### src/rtl/conv_window_feeder_pkg.sv
// ============================================================================
//  Module   : conv_feed_pkg
//  Purpose  : Shared constants and state type for the 3x3 convolution feeder.
//  Revision : 1.0  initial release
// ============================================================================
`default_nettype none

package conv_feed_pkg;
    localparam int KSIZE      = 3;
    localparam int KTAPS      = 9;
    localparam int DEF_DATA_W = 8;

    typedef enum logic [0:0] {
        S_WLOAD  = 1'b0,
        S_STREAM = 1'b1
    } state_t;
endpackage

`default_nettype wire

### src/rtl/conv_window_feeder_if.sv
// ============================================================================
//  Module   : conv_window_feeder_if
//  Purpose  : Pixel/kernel input stream and convolution-engine output bus.
//  Revision : 1.0  initial release
// ============================================================================
`default_nettype none

interface conv_window_feeder_if
    import conv_feed_pkg::*;
#(
    parameter int DATA_W = DEF_DATA_W
);
    logic              pix_valid;
    logic [DATA_W-1:0] pix_in;
    logic              w_valid;
    logic [DATA_W-1:0] w_in;
    logic              in_valid;
    logic [DATA_W-1:0] In_IFM_1, In_IFM_2, In_IFM_3, In_IFM_4, In_IFM_5,
                       In_IFM_6, In_IFM_7, In_IFM_8, In_IFM_9;
    logic              weight_valid;
    logic [DATA_W-1:0] In_Weight_1, In_Weight_2, In_Weight_3, In_Weight_4, In_Weight_5,
                       In_Weight_6, In_Weight_7, In_Weight_8, In_Weight_9;
    logic              frame_done;

    // master: stream source / engine side; slave: the feeder itself
    modport master (
        output pix_valid, pix_in, w_valid, w_in,
        input  in_valid, In_IFM_1, In_IFM_2, In_IFM_3, In_IFM_4, In_IFM_5,
               In_IFM_6, In_IFM_7, In_IFM_8, In_IFM_9,
        input  weight_valid, In_Weight_1, In_Weight_2, In_Weight_3, In_Weight_4,
               In_Weight_5, In_Weight_6, In_Weight_7, In_Weight_8, In_Weight_9,
        input  frame_done
    );

    modport slave (
        input  pix_valid, pix_in, w_valid, w_in,
        output in_valid, In_IFM_1, In_IFM_2, In_IFM_3, In_IFM_4, In_IFM_5,
               In_IFM_6, In_IFM_7, In_IFM_8, In_IFM_9,
        output weight_valid, In_Weight_1, In_Weight_2, In_Weight_3, In_Weight_4,
               In_Weight_5, In_Weight_6, In_Weight_7, In_Weight_8, In_Weight_9,
        output frame_done
    );
endinterface

`default_nettype wire

### src/rtl/conv_window_feeder_line_buffer.sv
// ============================================================================
//  Module   : line_buffer
//  Purpose  : One image line of delay; o_tap is the pixel pushed DEPTH shifts ago.
//  Revision : 1.0  initial release
// ============================================================================
`default_nettype none

module line_buffer #(
    parameter int DEPTH  = 8,
    parameter int DATA_W = 8
) (
    input  wire logic              clk,
    input  wire logic              rst_n,
    input  wire logic              i_en,
    input  wire logic [DATA_W-1:0] i_data,
    output logic      [DATA_W-1:0] o_tap
);
    logic [DATA_W-1:0] r_mem [DEPTH];

    always_ff @(posedge clk) begin
        if (rst_n) begin
            for (int i = 0; i < DEPTH; i++) begin
                r_mem[i] <= '0;
            end
        end else if (i_en) begin
            r_mem[0] <= i_data;
            for (int i = 1; i < DEPTH; i++) begin
                r_mem[i] <= r_mem[i-1];
            end
        end
    end

    assign o_tap = r_mem[DEPTH-1];
endmodule

`default_nettype wire

### src/rtl/conv_window_feeder.sv
// ============================================================================
//  Module   : conv_window_feeder
//  Purpose  : Raster pixel stream to 3x3 windows plus 9-tap kernel presenter.
//  Revision : 1.0  initial release
// ============================================================================
`default_nettype none

module conv_window_feeder
    import conv_feed_pkg::*;
#(
    parameter int IMG_W  = 8,
    parameter int IMG_H  = 8,
    parameter int DATA_W = DEF_DATA_W
) (
    input  wire logic           clk,
    input  wire logic           rst_n,
    conv_window_feeder_if.slave bus
);
    localparam int c_COL_W = $clog2(IMG_W);
    localparam int c_ROW_W = $clog2(IMG_H);
    localparam logic [c_COL_W-1:0] c_COL_LAST = c_COL_W'(IMG_W - 1);
    localparam logic [c_ROW_W-1:0] c_ROW_LAST = c_ROW_W'(IMG_H - 1);

    state_t            r_state, w_state_next;
    logic [c_COL_W-1:0] r_col;
    logic [c_ROW_W-1:0] r_row;
    logic [3:0]        r_widx;
    logic [DATA_W-1:0] r_wstage [KTAPS-1];
    logic [DATA_W-1:0] r_wout   [KTAPS];
    logic [DATA_W-1:0] r_win    [KSIZE][KSIZE-1];
    logic [DATA_W-1:0] r_ifm    [KTAPS];
    logic              r_wvalid, r_ivalid, r_fdone;

    logic [DATA_W-1:0] w_tap1, w_tap2;
    logic [DATA_W-1:0] w_newcol [KSIZE];
    logic w_reload, w_accept, w_emit, w_kernel_done, w_frame_end;

    assign w_kernel_done = (r_state == S_WLOAD) && bus.w_valid && (r_widx == 4'd8);
    assign w_reload      = (r_state == S_STREAM) && bus.w_valid &&
                           (r_row == '0) && (r_col == '0);
    assign w_accept      = (r_state == S_STREAM) && bus.pix_valid && !w_reload;
    assign w_emit        = w_accept && (r_row >= c_ROW_W'(2)) && (r_col >= c_COL_W'(2));
    assign w_frame_end   = (r_row == c_ROW_LAST) && (r_col == c_COL_LAST);

    line_buffer #(.DEPTH(IMG_W), .DATA_W(DATA_W)) u_lb_row1 (
        .clk(clk), .rst_n(rst_n), .i_en(w_accept), .i_data(bus.pix_in), .o_tap(w_tap1)
    );
    line_buffer #(.DEPTH(IMG_W), .DATA_W(DATA_W)) u_lb_row2 (
        .clk(clk), .rst_n(rst_n), .i_en(w_accept), .i_data(w_tap1), .o_tap(w_tap2)
    );

    // Newest column of the window: rows row-2, row-1, row at the current col
    assign w_newcol[0] = w_tap2;
    assign w_newcol[1] = w_tap1;
    assign w_newcol[2] = bus.pix_in;

    always_ff @(posedge clk) begin
        if (rst_n) r_state <= S_WLOAD;
        else       r_state <= w_state_next;
    end

    always_comb begin
        w_state_next = r_state;
        case (r_state)
            S_WLOAD:  if (w_kernel_done) w_state_next = S_STREAM;
            S_STREAM: if (w_reload)      w_state_next = S_WLOAD;
            default:  w_state_next = S_WLOAD;
        endcase
    end

    always_ff @(posedge clk) begin
        if (rst_n) begin
            r_col    <= '0;
            r_row    <= '0;
            r_widx   <= '0;
            r_wvalid <= 1'b0;
            r_ivalid <= 1'b0;
            r_fdone  <= 1'b0;
            for (int i = 0; i < KTAPS - 1; i++) r_wstage[i] <= '0;
            for (int i = 0; i < KTAPS; i++) begin
                r_wout[i] <= '0;
                r_ifm[i]  <= '0;
            end
            for (int r = 0; r < KSIZE; r++) begin
                for (int c = 0; c < KSIZE - 1; c++) r_win[r][c] <= '0;
            end
        end else begin
            r_wvalid <= w_kernel_done;
            r_ivalid <= w_emit;
            r_fdone  <= w_emit && w_frame_end;

            if (r_state == S_WLOAD && bus.w_valid) begin
                if (w_kernel_done) begin
                    r_widx <= '0;
                end else begin
                    r_wstage[r_widx[2:0]] <= bus.w_in;
                    r_widx                <= r_widx + 4'd1;
                end
            end else if (w_reload) begin
                r_wstage[0] <= bus.w_in;
                r_widx      <= 4'd1;
            end

            // Kernel outputs move only on the completing byte, i.e. with weight_valid
            if (w_kernel_done) begin
                for (int i = 0; i < KTAPS - 1; i++) r_wout[i] <= r_wstage[i];
                r_wout[KTAPS-1] <= bus.w_in;
            end

            if (w_accept) begin
                for (int r = 0; r < KSIZE; r++) begin
                    r_win[r][0] <= r_win[r][1];
                    r_win[r][1] <= w_newcol[r];
                end
                if (r_col == c_COL_LAST) begin
                    r_col <= '0;
                    r_row <= (r_row == c_ROW_LAST) ? '0 : r_row + 1'b1;
                end else begin
                    r_col <= r_col + 1'b1;
                end
            end

            if (w_emit) begin
                for (int r = 0; r < KSIZE; r++) begin
                    r_ifm[r*KSIZE]     <= r_win[r][0];
                    r_ifm[r*KSIZE + 1] <= r_win[r][1];
                    r_ifm[r*KSIZE + 2] <= w_newcol[r];
                end
            end
        end
    end

    assign bus.in_valid     = r_ivalid;
    assign bus.frame_done   = r_fdone;
    assign bus.weight_valid = r_wvalid;
    assign bus.In_IFM_1 = r_ifm[0];
    assign bus.In_IFM_2 = r_ifm[1];
    assign bus.In_IFM_3 = r_ifm[2];
    assign bus.In_IFM_4 = r_ifm[3];
    assign bus.In_IFM_5 = r_ifm[4];
    assign bus.In_IFM_6 = r_ifm[5];
    assign bus.In_IFM_7 = r_ifm[6];
    assign bus.In_IFM_8 = r_ifm[7];
    assign bus.In_IFM_9 = r_ifm[8];
    assign bus.In_Weight_1 = r_wout[0];
    assign bus.In_Weight_2 = r_wout[1];
    assign bus.In_Weight_3 = r_wout[2];
    assign bus.In_Weight_4 = r_wout[3];
    assign bus.In_Weight_5 = r_wout[4];
    assign bus.In_Weight_6 = r_wout[5];
    assign bus.In_Weight_7 = r_wout[6];
    assign bus.In_Weight_8 = r_wout[7];
    assign bus.In_Weight_9 = r_wout[8];
endmodule

`default_nettype wire

### src/flat_wrapper.sv
// flat-port wrapper written by rule: the top's interface ports become plain ports
module conv_window_feeder_flat import conv_feed_pkg::*;
#(
    parameter int IMG_W  = 8,
    parameter int IMG_H  = 8,
    parameter int DATA_W = DEF_DATA_W
)
  (clk, rst_n, bus_pix_valid, bus_pix_in, bus_w_valid, bus_w_in, bus_in_valid, bus_In_IFM_1, bus_In_IFM_2, bus_In_IFM_3, bus_In_IFM_4, bus_In_IFM_5, bus_In_IFM_6, bus_In_IFM_7, bus_In_IFM_8, bus_In_IFM_9, bus_weight_valid, bus_In_Weight_1, bus_In_Weight_2, bus_In_Weight_3, bus_In_Weight_4, bus_In_Weight_5, bus_In_Weight_6, bus_In_Weight_7, bus_In_Weight_8, bus_In_Weight_9, bus_frame_done);
  conv_window_feeder_if #(.DATA_W(DATA_W)) bus_i ();
  input  wire logic clk;
  input  wire logic rst_n;
  input wire logic [$bits(bus_i.pix_valid)-1:0] bus_pix_valid;
  input wire logic [$bits(bus_i.pix_in)-1:0] bus_pix_in;
  input wire logic [$bits(bus_i.w_valid)-1:0] bus_w_valid;
  input wire logic [$bits(bus_i.w_in)-1:0] bus_w_in;
  output wire logic [$bits(bus_i.in_valid)-1:0] bus_in_valid;
  output wire logic [$bits(bus_i.In_IFM_1)-1:0] bus_In_IFM_1;
  output wire logic [$bits(bus_i.In_IFM_2)-1:0] bus_In_IFM_2;
  output wire logic [$bits(bus_i.In_IFM_3)-1:0] bus_In_IFM_3;
  output wire logic [$bits(bus_i.In_IFM_4)-1:0] bus_In_IFM_4;
  output wire logic [$bits(bus_i.In_IFM_5)-1:0] bus_In_IFM_5;
  output wire logic [$bits(bus_i.In_IFM_6)-1:0] bus_In_IFM_6;
  output wire logic [$bits(bus_i.In_IFM_7)-1:0] bus_In_IFM_7;
  output wire logic [$bits(bus_i.In_IFM_8)-1:0] bus_In_IFM_8;
  output wire logic [$bits(bus_i.In_IFM_9)-1:0] bus_In_IFM_9;
  output wire logic [$bits(bus_i.weight_valid)-1:0] bus_weight_valid;
  output wire logic [$bits(bus_i.In_Weight_1)-1:0] bus_In_Weight_1;
  output wire logic [$bits(bus_i.In_Weight_2)-1:0] bus_In_Weight_2;
  output wire logic [$bits(bus_i.In_Weight_3)-1:0] bus_In_Weight_3;
  output wire logic [$bits(bus_i.In_Weight_4)-1:0] bus_In_Weight_4;
  output wire logic [$bits(bus_i.In_Weight_5)-1:0] bus_In_Weight_5;
  output wire logic [$bits(bus_i.In_Weight_6)-1:0] bus_In_Weight_6;
  output wire logic [$bits(bus_i.In_Weight_7)-1:0] bus_In_Weight_7;
  output wire logic [$bits(bus_i.In_Weight_8)-1:0] bus_In_Weight_8;
  output wire logic [$bits(bus_i.In_Weight_9)-1:0] bus_In_Weight_9;
  output wire logic [$bits(bus_i.frame_done)-1:0] bus_frame_done;
  assign bus_i.pix_valid = bus_pix_valid;
  assign bus_i.pix_in = bus_pix_in;
  assign bus_i.w_valid = bus_w_valid;
  assign bus_i.w_in = bus_w_in;
  assign bus_in_valid = bus_i.in_valid;
  assign bus_In_IFM_1 = bus_i.In_IFM_1;
  assign bus_In_IFM_2 = bus_i.In_IFM_2;
  assign bus_In_IFM_3 = bus_i.In_IFM_3;
  assign bus_In_IFM_4 = bus_i.In_IFM_4;
  assign bus_In_IFM_5 = bus_i.In_IFM_5;
  assign bus_In_IFM_6 = bus_i.In_IFM_6;
  assign bus_In_IFM_7 = bus_i.In_IFM_7;
  assign bus_In_IFM_8 = bus_i.In_IFM_8;
  assign bus_In_IFM_9 = bus_i.In_IFM_9;
  assign bus_weight_valid = bus_i.weight_valid;
  assign bus_In_Weight_1 = bus_i.In_Weight_1;
  assign bus_In_Weight_2 = bus_i.In_Weight_2;
  assign bus_In_Weight_3 = bus_i.In_Weight_3;
  assign bus_In_Weight_4 = bus_i.In_Weight_4;
  assign bus_In_Weight_5 = bus_i.In_Weight_5;
  assign bus_In_Weight_6 = bus_i.In_Weight_6;
  assign bus_In_Weight_7 = bus_i.In_Weight_7;
  assign bus_In_Weight_8 = bus_i.In_Weight_8;
  assign bus_In_Weight_9 = bus_i.In_Weight_9;
  assign bus_frame_done = bus_i.frame_done;
  conv_window_feeder #(.IMG_W(IMG_W), .IMG_H(IMG_H), .DATA_W(DATA_W)) u_core (.clk(clk), .rst_n(rst_n), .bus(bus_i));
endmodule
### config.mk
export PLATFORM = sky130hd
export DESIGN_NAME = conv_window_feeder_flat
export DESIGN_NICKNAME = d
export VERILOG_FILES = /design/src/rtl/conv_window_feeder_pkg.sv /design/src/rtl/conv_window_feeder_if.sv /design/src/rtl/conv_window_feeder_line_buffer.sv /design/src/rtl/conv_window_feeder.sv /design/src/flat_wrapper.sv
export SDC_FILE = /design/constraint.sdc
export NUM_CORES = 1
export LEC_CHECK = 0
export CAP_MARGIN = 5
export CORE_MARGIN = 5
export CORE_UTILIZATION = 30
export CTS_CLUSTER_DIAMETER = 40
export DETAILED_ROUTE_END_ITERATION = 16
export GPL_ROUTABILITY_DRIVEN = 0
export MAX_ROUTING_LAYER = met4
export PLACE_DENSITY_LB_ADDON = 0.05
export SYNTH_ARGS = -nofsm -noshare
export SYNTH_HDL_FRONTEND = slang
export SYNTH_HIERARCHICAL = 1
export SYNTH_SLANG_ARGS = --single-unit
export TNS_END_PERCENT = 10
### constraint.sdc
create_clock -name clk -period 6.8 [get_ports clk]
set_input_delay 0.68 -clock clk [delete_from_list [all_inputs] [get_ports clk]]
set_output_delay 0.68 -clock clk [all_outputs]
set_load 0.02 [all_outputs]
==> Word level (Yosys, flattened, before mapping) <==
Memory sizes are Yosys's and may differ from the RTL's.
Index checks and enable logic that the tools add are counted.
{ "classes": {"n_lt_le_gt_ge": 2, "reduce_logical": 17, "addsub": 3, "mux": 70, "eq_ne": 3, "n_bitwise": 42} }
{ "ops": {"columns": ["cell", "count"], "rows": [
  ["$mux W8", 42],
  ["$or A1 B1 Y1", 41],
  ["$mux W1", 21],
  ["$mux W4", 3],
  ["$logic_and A1 B1 Y1", 11],
  ["$mux W3", 3],
  ["$reduce_or A8 Y1", 1],
  ["$add A3 B1 Y3 const B", 2],
  ["$eq A3 B3 Y1 const B", 2],
  ["$ge A3 B2 Y1 const B", 2],
  ["$logic_not A3 Y1", 2],
  ["$add A4 B1 Y4 const B", 1],
  ["$eq A4 B4 Y1 const B", 1],
  ["$pmux W1 S2", 1],
  ["$reduce_and A2 Y1", 1],
  ["$reduce_bool A2 Y1", 1],
  ["$logic_not A1 Y1", 1],
  ["$not A1 Y1", 1]
]} }
{ "word_totals": {"input_bits": 20, "mem_count": 6, "ff_bits": 14, "output_inout_bits": 147, "ramBits": 384, "elab_cells": 150} }
{ "mem_list": {"columns": ["memory", "depth", "word_bits", "read_ports", "rd_ports_with_merged_regs", "write_ports", "line_no", "source"], "rows": [
  ["u_core.r_ifm", 9, 8, 9, 0, 9, "conv_window_feeder.sv:31", "logic [DATA_W-1:0] r_ifm [KTAPS];"],
  ["u_core.r_wout", 9, 8, 9, 0, 9, "conv_window_feeder.sv:29", "logic [DATA_W-1:0] r_wout [KTAPS];"],
  ["u_core.r_wstage", 8, 8, 8, 0, 8, "conv_window_feeder.sv:28", "logic [DATA_W-1:0] r_wstage [KTAPS-1];"],
  ["u_core.u_lb_row1.r_mem", 8, 8, 8, 0, 8, "conv_window_feeder_line_buffer.sv:18", "logic [DATA_W-1:0] r_mem [DEPTH];"],
  ["u_core.u_lb_row2.r_mem", 8, 8, 8, 0, 8, "conv_window_feeder_line_buffer.sv:18", null],
  ["u_core.r_win", 3, 16, 3, 0, 3, "conv_window_feeder.sv:30", "logic [DATA_W-1:0] r_win [KSIZE][KSIZE-1];"]
]} }

==> Longest topological paths before layout <==
{ "logic_depth": {"depth_word": 11, "mapped_depth": 8, "mapped_depth_nobuf": 5} }

==> Hierarchy <==
The synthesis kept the hierarchy.
{ "by_module_without_submodules": {"columns": ["module", "instances", "cells_per_inst", "area_each_um2"], "rows": [
  ["conv_window_feeder", 1, 657, 10405.0],
  ["line_buffer", 2, 149, 2613.8]
]} }

==> Worst setup path after synthesis <==
OpenSTA, ideal clock, no wires.
{ "synth_path": {"path_kind": "input -> register", "from": "input bus_w_valid", "to": "memory u_core.u_lb_row1.r_mem[0][0], enable pin", "path_buffers": 2, "setup_slack_ns": 3.128, "t_arrival_ns": 3.246, "stages": 5, "cell_sequence": "nor4bb_1 > buf_2 > a31oi_1 > buf_4 > or2_1"} }
{ "synth_lines": {"columns": ["item", "line_no", "source"], "rows": [
  ["from (decl)", "flat_wrapper.sv:14", "input wire logic [$bits(bus_i.w_valid)-1:0] bus_w_valid;"],
  ["to (decl)", "conv_window_feeder_line_buffer.sv:18", null]
]} }

==> results.toml <==
[die]
die_w_um = 238
initial_core_util_pct = 30.3
dieArea_sq_um = 56800
num_rows = 83
io_pins = 167
dieHeight_um = 238
coreArea_sq_um = 51500

[drt]
wl_met2_mm = 14.9
drt-vias-per-instance = 4.27
dr.max_layer_used = "met4"
vias = 8010
drc = 0
ant_nets = 0
first_pass_iters = 6
wl_mm = 33.6
dr_wl_met3_mm = 1.85
wl_met1_mm = 16.1
wire_per_inst_um = 17.9
drt-initial-drc-count = 402

[clocking]
clk_pin_slew_ns = 0.05
cts-resized-gates = 0
clk_latency_ns = 0.57
tritoncts = "done"
h-tree-depth = 3
cts_buffers = 74
cts_setup_buffers = 0
cts.sinks = 398
cts_max_path_buffers = 3
hold_buffers = 0
root_buffer = "clkbuf_16"

[power_and_ir_drop]
p_clk_share_pct = 55.6
switchingPower_mw = 1.37
p_total_mw = 6.85
swShare_pct = 19.9
intPower_mw = 5.48
comb_power_share_pct = 3.3
seqPwrFrac_pct = 41.0
p_leak_nw = 8.09
power_density_nw_per_um2 = 335
peakVddDrop_v = 0.000182

[setup_path]
crit_path_max_fanout = 39
worstSetupPathType = "input port to flop"
arrival_ns = 4.00
required_ns = 7.02
cpMostUsedCell = "buf_4"
max_stage_delay_ns = 0.82
worstPathCellList = "clkdlybuf4s50_1 -> nor4bb_1 -> buf_4 -> a31oi_4 -> buf_4 -> or2_2 -> buf_4"
crit_family = "buffers and inverters"
path_buf_inv = 4
crit_path_top_delay_cell = "a31oi_4"
end_kind = "flop"
cp-start-kind = "input port"

[synthesis]
netlist_instances = 955
synth_compound_area_share_pct = 1.49
yosysUniqueCellTypes = 38
avgSynthCellArea_sq_um = 16.4
synth-seq-cells = 398
synth-xor-area-share_pct = 0
synth_nets = 985
synth_top_family_by_area = "simple AND/OR/NAND/NOR gates"
synth-simple-area-share_pct = 18.5
ys_seq_area_share_pct = 75.6
synth_top_cell_area_share_pct = 73.8
synth_fa_ha_area_share_pct = 0.800
syn-cell-area_sq_um = 15600
yosysWarnings = 6
synth_mux_area_share_pct = 0.272
yosysTopAreaCell = "edfxtp_1"
synthTopCellsByArea = "edfxtp_1, and2_1, and3b_1"

[timing]
tightest_slew_ns = 1.08
relSlewSlack_pct = 28.2
setup_tns_ns = 0
fin_crit_ns = 3.78
clock-skew-final_ns = 0.0170
grt_setup_unrepaired = "false"
hold_viol = 0
timing.final.crit_share_pct = 55.6
setup_viol = 0
drv_slew = 0
max_freq_mhz = 265

[layout]
diodes = 0
layout_commonest_cell = "edfxtp_1"
drive_gt1_share_pct = 12.9
final_cell_mix = "edfxtp_1, and2_1, clkdlybuf4s50_1, and3b_1, clkbuf_16"
fin_nets = 1168
area_growth_pct = 30.6

[global_route]
grt_start_max_net_pins = 78
grt_pass1_vias = 8225
overflow = 0
grtUsageTotal_pct = 12.1
antenna_found_initial = 2
grt_pass1_wl_mm = 51.3

[status]
status = "finished, final reports clean"

[placed_design]
hpwl_mm = 19.3
portBuffers = 166

[run]
drv_cap = 0

[worst_hold_path]
hp-class = "flop to flop"
==> synth_stat cells <==
cell type  instances
or2_1              2
ha_1              10
a311oi_4           1
o31ai_1            2
or2_2              4
nand4bb_1          1
nor3_1             6
o21ai_0            4
mux2i_1            2
a21o_1             4
clkbuf_2           4
a31oi_1            4
clkbuf_1          25
or4_1              1
buf_6             15
nand2b_1           3
dfxtp_1           14
and4_1             1
nand4_1            2
mux2_2             2
a21oi_1            2
buf_2              9
nand2_1           13
a311o_1            1
and3_1            74
and3b_1           97
edfxtp_1         384
nor4_2             3
o221a_2            1
a31o_2             2
buf_4             22
nor2_1             9
nand3_1            3
nor2b_1           33
and2_1           177
nor4bb_1           1
inv_1              8
a21boi_0           9
==> metal layers <==
layer  vias up  GRT usage (%)
li1       3881              -
met1      3873           16.9
met2       198           16.9
met3        58           3.25
met4         0           4.37
met5         -              -
==> cell families (layout without fill, tap and decap cells) <==
family,Yosys count,count (layout)
simple gates,430,430
fa+ha+maj,10,10
buf+inv,83,326
mux,4,4
flops,398,398
compound gates,30,30
==> power by group through the flow <==
stage	registers, mW	clock network, mW	logic [mW]
2_1_floorplan	2.89	0	0.0818
3_3_place_gp	2.86	0	0.236
3_5_place_dp	2.86	0	0.236
4_1_cts	2.81	3.93	0.236
5_1_grt	2.82	4.06	0.246
6_report	2.81	3.81	0.227
==> final cells by class <==
class,count,area [sq um]
Clock inverter,44,598
Clock buffer,92,2000
Sequential cell,398,11800
Multi-Input combinational cell,474,3340
Tap cell,680,851
Inverter,8,30.0
Timing Repair Buffer,182,1780
Fill cell,4901,31100
==> worst register-to-register path: stages (launching register included) <==
cell	delay, ns
dfxtp_1	0.39
inv_1	0.06
ha_1	0.31
a31oi_4	0.86
buf_4	0.42
or2_2	0.80
buf_4	0.48
==> per-stage QoR <==
stage               cells  worst slack (ns)  area, sq um  util [%]  hold WS, ns
floorplan             955              3.13        15600         -        0.480
global placement     1742              2.41        17800      34.6        0.502
detailed placement   1742              2.37        17800      34.6        0.501
CTS                  1878              3.00        20400      39.6        0.505
global route         1878              2.75        20400      39.6        0.522
finish               1878              3.02        20400      39.6        0.510
==> state kept, by name, summed over array words and instances, names as in the netlist <==
| name | cells |
|---|---|
| u_core/r_ifm | 72 |
| u_core/r_wout | 72 |
| u_core/r_wstage | 64 |
| u_core/u_lb_row1/r_mem | 64 |
| u_core/u_lb_row2/r_mem | 64 |
| u_core/r_win | 48 |
| u_core/r_widx | 4 |
| u_core/r_col | 3 |
| u_core/r_row | 3 |
| u_core/bus.frame_done | 1 |
| u_core/bus.in_valid | 1 |
| u_core/bus.weight_valid | 1 |
| u_core/r_state | 1 |
==> path summary, 6_finish.rpt <==
| kind | startpoint | endpoint | slack [ns] | cells after the start |
|---|---|---|---|---|
| min | u_core/r_wstage[0][1] | u_core/r_wout[0][1] | 0.51 | 1 |
| min reg2reg | u_core/r_wstage[0][1] | u_core/r_wout[0][1] | 0.51 | 1 |
| max | bus_w_valid | u_core/u_lb_row1/r_mem[0][30] | 3.02 | 7 |
| max reg2reg | u_core/r_col[1] | u_core/u_lb_row1/r_mem[0][30] | 3.16 | 6 |
(Power assumes the default switching activity.)
